File: src/rtl/fifo_wr_arbiter_if.sv
// Requester-side bus of the FIFO write-port arbiter.
// master: requesters plus the write-pointer producer's full flag.
// slave:  the arbiter, which returns grant/accept and drives the FIFO write port.
interface fifo_wr_arbiter_if #(
  parameter int NUM_REQ    = 4,
  parameter int DATA_WIDTH = 8,
  parameter int SRC_W      = $clog2(NUM_REQ)
);
  logic [NUM_REQ-1:0]            req;
  logic [NUM_REQ-1:0]            last;
  logic [NUM_REQ*DATA_WIDTH-1:0] wdata;
  logic                          full;
  logic [NUM_REQ-1:0]            grant;
  logic [NUM_REQ-1:0]            accept;
  logic                          w_en;
  logic [DATA_WIDTH-1:0]         w_data;
  logic [SRC_W-1:0]              src_id;

  modport master (
    output req, last, wdata, full,
    input  grant, accept, w_en, w_data, src_id
  );

  modport slave (
    input  req, last, wdata, full,
    output grant, accept, w_en, w_data, src_id
  );
endinterface

File: src/rtl/fifo_wr_arbiter.sv
// Round-robin, burst-granular arbiter sharing one async-FIFO write port.
// A winner keeps the port until its last beat, MAX_BURST beats, or until it drops req.
// w_en is gated by the producer's full flag so no beat is ever written into a full FIFO.
// Optional per-requester beat counters and a stall counter when FIFO_ARB_STATS_EN is defined.
//
// state | meaning
// IDLE  | no grant; pick next requester after rr_ptr
// BURST | grant held by src_id; beats counted in beat_cnt
module fifo_wr_arbiter #(
  parameter int NUM_REQ    = 4,
  parameter int DATA_WIDTH = 8,
  parameter int MAX_BURST  = 4
) (
  input  logic                   clk,
  input  logic                   w_rst,
  fifo_wr_arbiter_if.slave       bus
`ifdef FIFO_ARB_STATS_EN
  ,
  output logic [NUM_REQ*16-1:0]  wr_count,
  output logic [15:0]            stall_count
`endif
);

  localparam int SRC_W  = $clog2(NUM_REQ);
  localparam int BEAT_W = $clog2(MAX_BURST) + 1;

  typedef enum logic {IDLE, BURST} state_t;

  state_t              state_q, state_d;
  logic [NUM_REQ-1:0]  grant_q, grant_d;
  logic [SRC_W-1:0]    src_id_q, src_id_d;
  logic [BEAT_W-1:0]   beat_cnt_q, beat_cnt_d;
  logic [SRC_W-1:0]    rr_ptr_q, rr_ptr_d;

  logic [NUM_REQ-1:0]    accept;
  logic [DATA_WIDTH-1:0] w_data;
  logic                  g_req;
  logic                  g_last;
  logic                  found;
  logic [SRC_W-1:0]      win;

  // Beat acceptance and write-port data mux for the current grant holder.
  always_comb begin
    accept = grant_q & bus.req & {NUM_REQ{~bus.full}};
    g_req  = bus.req[src_id_q];
    g_last = bus.last[src_id_q];
    w_data = '0;
    if (grant_q != '0) begin
      w_data = bus.wdata[src_id_q*DATA_WIDTH +: DATA_WIDTH];
    end
  end

  assign bus.grant  = grant_q;
  assign bus.accept = accept;
  assign bus.w_en   = |accept;
  assign bus.w_data = w_data;
  assign bus.src_id = src_id_q;

  // Next-state logic: round-robin pick in IDLE, burst termination in BURST.
  always_comb begin
    state_d    = state_q;
    grant_d    = grant_q;
    src_id_d   = src_id_q;
    beat_cnt_d = beat_cnt_q;
    rr_ptr_d   = rr_ptr_q;
    found      = 1'b0;
    win        = '0;
    case (state_q)
      IDLE: begin
        for (int i = 1; i <= NUM_REQ; i++) begin
          int cand;
          cand = (int'(rr_ptr_q) + i) % NUM_REQ;
          if (!found && bus.req[cand]) begin
            found = 1'b1;
            win   = SRC_W'(cand);
          end
        end
        if (found) begin
          grant_d    = NUM_REQ'(1) << win;
          src_id_d   = win;
          rr_ptr_d   = win;
          beat_cnt_d = '0;
          state_d    = BURST;
        end
      end
      BURST: begin
        if (!g_req) begin
          // Requester dropped out mid-burst: give the port back.
          grant_d    = '0;
          src_id_d   = '0;
          beat_cnt_d = '0;
          state_d    = IDLE;
        end else if (!bus.full) begin
          if (g_last || beat_cnt_q == BEAT_W'(MAX_BURST - 1)) begin
            grant_d    = '0;
            src_id_d   = '0;
            beat_cnt_d = '0;
            state_d    = IDLE;
          end else begin
            beat_cnt_d = beat_cnt_q + 1'b1;
          end
        end
      end
      default: begin
        grant_d    = '0;
        src_id_d   = '0;
        beat_cnt_d = '0;
        state_d    = IDLE;
      end
    endcase
  end

  // Arbiter state registers; rr_ptr resets to the top so requester 0 wins first.
  always_ff @(posedge clk or negedge w_rst) begin
    if (!w_rst) begin
      state_q    <= IDLE;
      grant_q    <= '0;
      src_id_q   <= '0;
      beat_cnt_q <= '0;
      rr_ptr_q   <= SRC_W'(NUM_REQ - 1);
    end else begin
      state_q    <= state_d;
      grant_q    <= grant_d;
      src_id_q   <= src_id_d;
      beat_cnt_q <= beat_cnt_d;
      rr_ptr_q   <= rr_ptr_d;
    end
  end

`ifdef FIFO_ARB_STATS_EN
  logic [NUM_REQ*16-1:0] wr_count_q, wr_count_d;
  logic [15:0]           stall_count_q, stall_count_d;

  // Wrapping beat counters per requester and a stall counter for the holder.
  always_comb begin
    wr_count_d = wr_count_q;
    for (int i = 0; i < NUM_REQ; i++) begin
      wr_count_d[i*16 +: 16] = wr_count_q[i*16 +: 16] + 16'(accept[i]);
    end
    stall_count_d = stall_count_q;
    if (grant_q != '0 && g_req && bus.full) begin
      stall_count_d = stall_count_q + 16'd1;
    end
  end

  // Statistics registers.
  always_ff @(posedge clk or negedge w_rst) begin
    if (!w_rst) begin
      wr_count_q    <= '0;
      stall_count_q <= '0;
    end else begin
      wr_count_q    <= wr_count_d;
      stall_count_q <= stall_count_d;
    end
  end

  assign wr_count    = wr_count_q;
  assign stall_count = stall_count_q;
`endif

endmodule

File: src/flat_wrapper.sv
// flat-port wrapper written by rule: the top's interface ports become plain ports
module fifo_wr_arbiter_flat 
#(
  parameter int NUM_REQ    = 4,
  parameter int DATA_WIDTH = 8,
  parameter int MAX_BURST  = 4
)
  (clk, w_rst, bus_req, bus_last, bus_wdata, bus_full, bus_grant, bus_accept, bus_w_en, bus_w_data, bus_src_id);
  fifo_wr_arbiter_if #(.NUM_REQ(NUM_REQ), .DATA_WIDTH(DATA_WIDTH)) bus_i ();
  input  logic clk;
  input  logic w_rst;
  input wire logic [$bits(bus_i.req)-1:0] bus_req;
  input wire logic [$bits(bus_i.last)-1:0] bus_last;
  input wire logic [$bits(bus_i.wdata)-1:0] bus_wdata;
  input wire logic [$bits(bus_i.full)-1:0] bus_full;
  output wire logic [$bits(bus_i.grant)-1:0] bus_grant;
  output wire logic [$bits(bus_i.accept)-1:0] bus_accept;
  output wire logic [$bits(bus_i.w_en)-1:0] bus_w_en;
  output wire logic [$bits(bus_i.w_data)-1:0] bus_w_data;
  output wire logic [$bits(bus_i.src_id)-1:0] bus_src_id;
  assign bus_i.req = bus_req;
  assign bus_i.last = bus_last;
  assign bus_i.wdata = bus_wdata;
  assign bus_i.full = bus_full;
  assign bus_grant = bus_i.grant;
  assign bus_accept = bus_i.accept;
  assign bus_w_en = bus_i.w_en;
  assign bus_w_data = bus_i.w_data;
  assign bus_src_id = bus_i.src_id;
  fifo_wr_arbiter #(.NUM_REQ(NUM_REQ), .DATA_WIDTH(DATA_WIDTH), .MAX_BURST(MAX_BURST)) u_core (.clk(clk), .w_rst(w_rst), .bus(bus_i));
endmodule
File: config.mk
export PLATFORM = sky130hd
export DESIGN_NAME = fifo_wr_arbiter_flat
export DESIGN_NICKNAME = d
export VERILOG_FILES = /design/src/rtl/fifo_wr_arbiter_if.sv /design/src/rtl/fifo_wr_arbiter.sv /design/src/flat_wrapper.sv
export SDC_FILE = /design/constraint.sdc
export NUM_CORES = 1
export LEC_CHECK = 0
export ABC_AREA = 1
export BUFFER_PORTS_ARGS = -buffer_cell sky130_fd_sc_hd__buf_2
export CORE_AREA = 5 5 78 80
export CTS_CLUSTER_SIZE = 20
export DETAILED_ROUTE_END_ITERATION = 8
export DIE_AREA = 0 0 83 85
export SLEW_MARGIN = 10
export SYNTH_ARGS = -nofsm -noshare
export SYNTH_HDL_FRONTEND = slang
export SYNTH_SLANG_ARGS = --single-unit
File: constraint.sdc
create_clock -name clk -period 2.4 [get_ports clk]
set_input_delay 0.36 -clock clk [delete_from_list [all_inputs] [get_ports clk]]
set_output_delay 0.36 -clock clk [all_outputs]
set_load 0.1 [all_outputs]
==> flow_results.org <==
** Outcome
- The flow ran to the end, and the final reports show no timing, DRC or antenna violations.

** Yosys
- The number of nets in the synthesized netlist is 263.
- Sequential elements use 22.9% of the synthesized area.
- For this run, the number of Yosys warnings is 0.
- Number of distinct library cells after synthesis :: 28
- Register bit total from synthesis :: 12
- Summing every instance area after synthesis gives 1330 um^2.
- After technology mapping, the gate count stands at 218.
- Synth Area per Inst :: 6.08 um^2

** Clock network
- After clock tree synthesis, the clock-pin slew on the worst setup and hold paths is 0.05 ns.
- H-tree Lvls :: 1
- Counting every sink on the clock net gives 12.
- TritonCTS built the clock tree.
- The clock reaches the later pin of the worst-skew pair after 0.24 ns.
- Gates resized during post-CTS repair numbered 0.
- Buffers added to address setup during post-CTS repair amount to 0.
- Clock tree synthesis selected as its root buffer the cell sky130_fd_sc_hd__clkbuf_8.
- Total clock buffers created by CTS :: 3
- No sink is reached through more buffers than the 2 on the longest clock path.

** GRT
- Maximum number of pins on one net before global-route repair :: 23
- The number of global-route vias before repair came to 1449.
- Global routing used 11.0% of the available tracks across all layers.
- For this run the aggregate overflow at the end of global routing stands at 0.
- The number of antenna violations at the first check in global routing is 0.
- Wire length of the first global-routing pass :: 6520 um

** Routing
- DRT antenna net count :: 0
- For this block, the routed nets add up to 3950 um of wire.
- Total iterations of the first detailed-routing run :: 4
- In the routed layout, each cell is associated on average with a via count of 4.42.
- Dividing the detail-routed wire length by the instance count gives 11.3 um.
- Number of design rule violations left after detail routing :: 0
- The routed layout has 1548 vias.
- Detailed router's first-iteration violation count :: 55

** Worst setup path
- Critical Path Sink Type :: primary output
- Startpoint types :: flip-flop
- Worst reg2reg endpoint :: u_core.beat_cnt_q[2]$_DFFE_PN0P_
- In this run the critical register-to-register path is launched from u_core.rr_ptr_q[0]$_DFFE_PN1P_.
- Across all register-to-register paths, the minimum setup slack is 0.59 ns.
- The critical path ends at bus_w_data[4].
- The critical path in this run is classified as flip-flop to primary output.
- Worst setup path startpoint :: u_core.bus.src_id[1]$_DFFE_PN0P_
- Required time of the critical path :: 2.04 ns
- Critical Path Fanout Max :: 13
- Reg2Reg Depth :: 11
- For the worst setup path, the data arrival time is 1.80 ns.

** Worst hold path
- The min-delay analysis places its worst path in the category input port to async pin.

** Place
- Pre-CTS WS :: 0.480 ns
- Placer's final routability congestion estimate :: 0.824
- Once detailed placement completed, the half-perimeter wirelength came to 3250 um.
- Count of port buffers added during placement :: 61

** STA
- Number of slew-limit violations in the final report :: 0
- Final hold analysis gives a worst-case slack of 0.516 ns.
- Tightest slew margin relative to the limit :: 66.5%
- Final setup skew :: 0.00162 ns
- Timing would allow up to 0.463 GHz.
- The count of endpoints failing hold in the final timing report is 0.
- Of the available clock period, the critical path in the final layout requires 90.1%.
- Setup repair after global routing left no endpoint under its margin.
- Final Setup Violations :: 0
- Final worst setup slack :: 0.238 ns
- At the pin with the least slew margin, the transition time is 0.506 ns.
- Clock period minus final worst setup slack :: 2.16 ns

** Floorplan
- Die area :: 7060 um^2
- Number of placement rows :: 27
- Overall die height :: 85 um
- Num ports :: 62
- The core region is 5340 um^2.
- Die Wd :: 83 um
- Initial Util :: 24.8%

** Job
- Max-capacitance violation count :: 0

** Cells and area
- The repair_antennas step left the layout with diodes totalling 0.
- Area growth from synthesis to layout :: 42.3%
- Final-stage net count :: 324
- Fraction of layout instances using a drive strength above 1 :: 40.6%
timing repair:
item                                   in CTS  in global routing
endpoints found under the hold margin      10                  0
hold buffers                                1                  0
setup endpoints to repair                   0                  0
worst min-delay path by stage:
| stage | end | cells after the start | start | slack (ns) |
|---|---|---|---|---|
| after floorplan | u_core.beat_cnt_q[0]$_DFFE_PN0P_ | 0 | w_rst | 0.06 |
| after global placement | u_core.beat_cnt_q[0]$_DFFE_PN0P_ | 1 | w_rst | 0.25 |
| after detailed placement | u_core.beat_cnt_q[0]$_DFFE_PN0P_ | 1 | w_rst | 0.26 |
| after CTS | u_core.beat_cnt_q[0]$_DFFE_PN0P_ | 2 | w_rst | 0.52 |
| after global routing | u_core.beat_cnt_q[1]$_DFFE_PN0P_ | 2 | u_core.beat_cnt_q[1]$_DFFE_PN0P_ | 0.55 |
| final | u_core.bus.grant[2]$_DFFE_PN0P_ | 2 | w_rst | 0.52 |
kinds of logic after synthesis:
logic type	Yosys count	share of synthesized area, %
AND/OR/NAND/NOR	143	50.2
buffers and inverters	27	10.9
AO/OA/AOI/OAI	34	14.2
flip-flops	12	22.9
adder cells (fa/ha/maj)	2	1.89
worst max-delay path: stages (launching register included):
cell and delay (ns):
sky130_fd_sc_hd__dfrtp_1 0.58, sky130_fd_sc_hd__inv_2 0.18, sky130_fd_sc_hd__nor2_1 0.12, sky130_fd_sc_hd__o21ai_0 0.11
sky130_fd_sc_hd__a21oi_2 0.13, sky130_fd_sc_hd__buf_2 0.43
flip-flops by register name (all words and copies together), names as in the netlist:
signal / flops
u_core.bus.grant: 4
u_core.beat_cnt_q: 3
u_core.bus.src_id: 2
u_core.rr_ptr_q: 2
u_core.state_q: 1
per-stage QoR:
step | cells | cell area, um^2 | utilization (%) | TNS (ns)
2_1_floorplan | 218 | 1400 | - | -2.02
3_3_place_gp | 345 | 1820 | 34.1 | 0
3_5_place_dp | 345 | 1820 | 34.1 | 0
4_1_cts | 350 | 1890 | 35.3 | 0
5_1_grt | 350 | 1890 | 35.3 | 0
6_report | 350 | 1890 | 35.3 | 0
synth_stat cells:
cell	number	area (um^2)
sky130_fd_sc_hd__a21boi_1	1	7.51
sky130_fd_sc_hd__a21oi_1	9	45.0
sky130_fd_sc_hd__a41oi_1	1	8.76
sky130_fd_sc_hd__buf_12	1	20.0
sky130_fd_sc_hd__buf_2	4	20.0
sky130_fd_sc_hd__buf_4	1	7.51
sky130_fd_sc_hd__buf_6	1	11.3
sky130_fd_sc_hd__clkbuf_1	1	3.75
sky130_fd_sc_hd__dfrtp_1	10	250
sky130_fd_sc_hd__dfstp_2	2	52.6
sky130_fd_sc_hd__ha_1	2	25.0
sky130_fd_sc_hd__inv_1	13	48.8
sky130_fd_sc_hd__inv_2	4	15.0
sky130_fd_sc_hd__inv_4	1	6.26
sky130_fd_sc_hd__inv_8	1	11.3
sky130_fd_sc_hd__nand2_1	63	236
sky130_fd_sc_hd__nand2_2	10	62.6
sky130_fd_sc_hd__nand2_4	3	33.8
sky130_fd_sc_hd__nand3_1	15	75.1
sky130_fd_sc_hd__nand3_2	4	40.0
sky130_fd_sc_hd__nand4_1	4	25.0
sky130_fd_sc_hd__nand4_2	1	12.5
sky130_fd_sc_hd__nor2_1	41	154
sky130_fd_sc_hd__nor2_8	1	20.0
sky130_fd_sc_hd__nor4_1	1	6.26
sky130_fd_sc_hd__o21ai_0	16	80.1
sky130_fd_sc_hd__o21ai_1	4	20.0
sky130_fd_sc_hd__o21ai_2	3	26.3
cell type report:
class	count	area, um^2
clock buffers	4	55.1
fillers	610	3450
inverters	19	81.3
multi-input cells	179	963
flip-flops and latches	12	305
well taps	72	90.1
repair buffers	64	390
layout by cell type, fill, tap and decap left out, types with 5 or more instances in the layout:
| master | synthesis | layout |
|---|---|---|
| sky130_fd_sc_hd__nor2_1 | 41 | 37 |
| sky130_fd_sc_hd__a21oi_2 | 0 | 5 |
| sky130_fd_sc_hd__nand2_1 | 63 | 63 |
| sky130_fd_sc_hd__nand2_2 | 10 | 10 |
| sky130_fd_sc_hd__inv_1 | 13 | 13 |
| sky130_fd_sc_hd__o21ai_0 | 16 | 16 |
| sky130_fd_sc_hd__nand3_1 | 15 | 15 |
| sky130_fd_sc_hd__buf_2 | 4 | 57 |
| sky130_fd_sc_hd__dfrtp_1 | 10 | 8 |
layer usage:
| metal | vias up | track usage [%] | wire length, um |
|---|---|---|---|
| li1 | 824 | - | - |
| met1 | 680 | 13.3 | 1760 |
| met2 | 42 | 19.2 | 1890 |
| met3 | 2 | 3.20 | 271 |
| met4 | 0 | 2.67 | 22 |
| met5 | - | 0 | 0 |
Power is left out: the tool's default activity adds up to more than one toggle a clock period on the data nets, which glitch-free logic cannot reach.
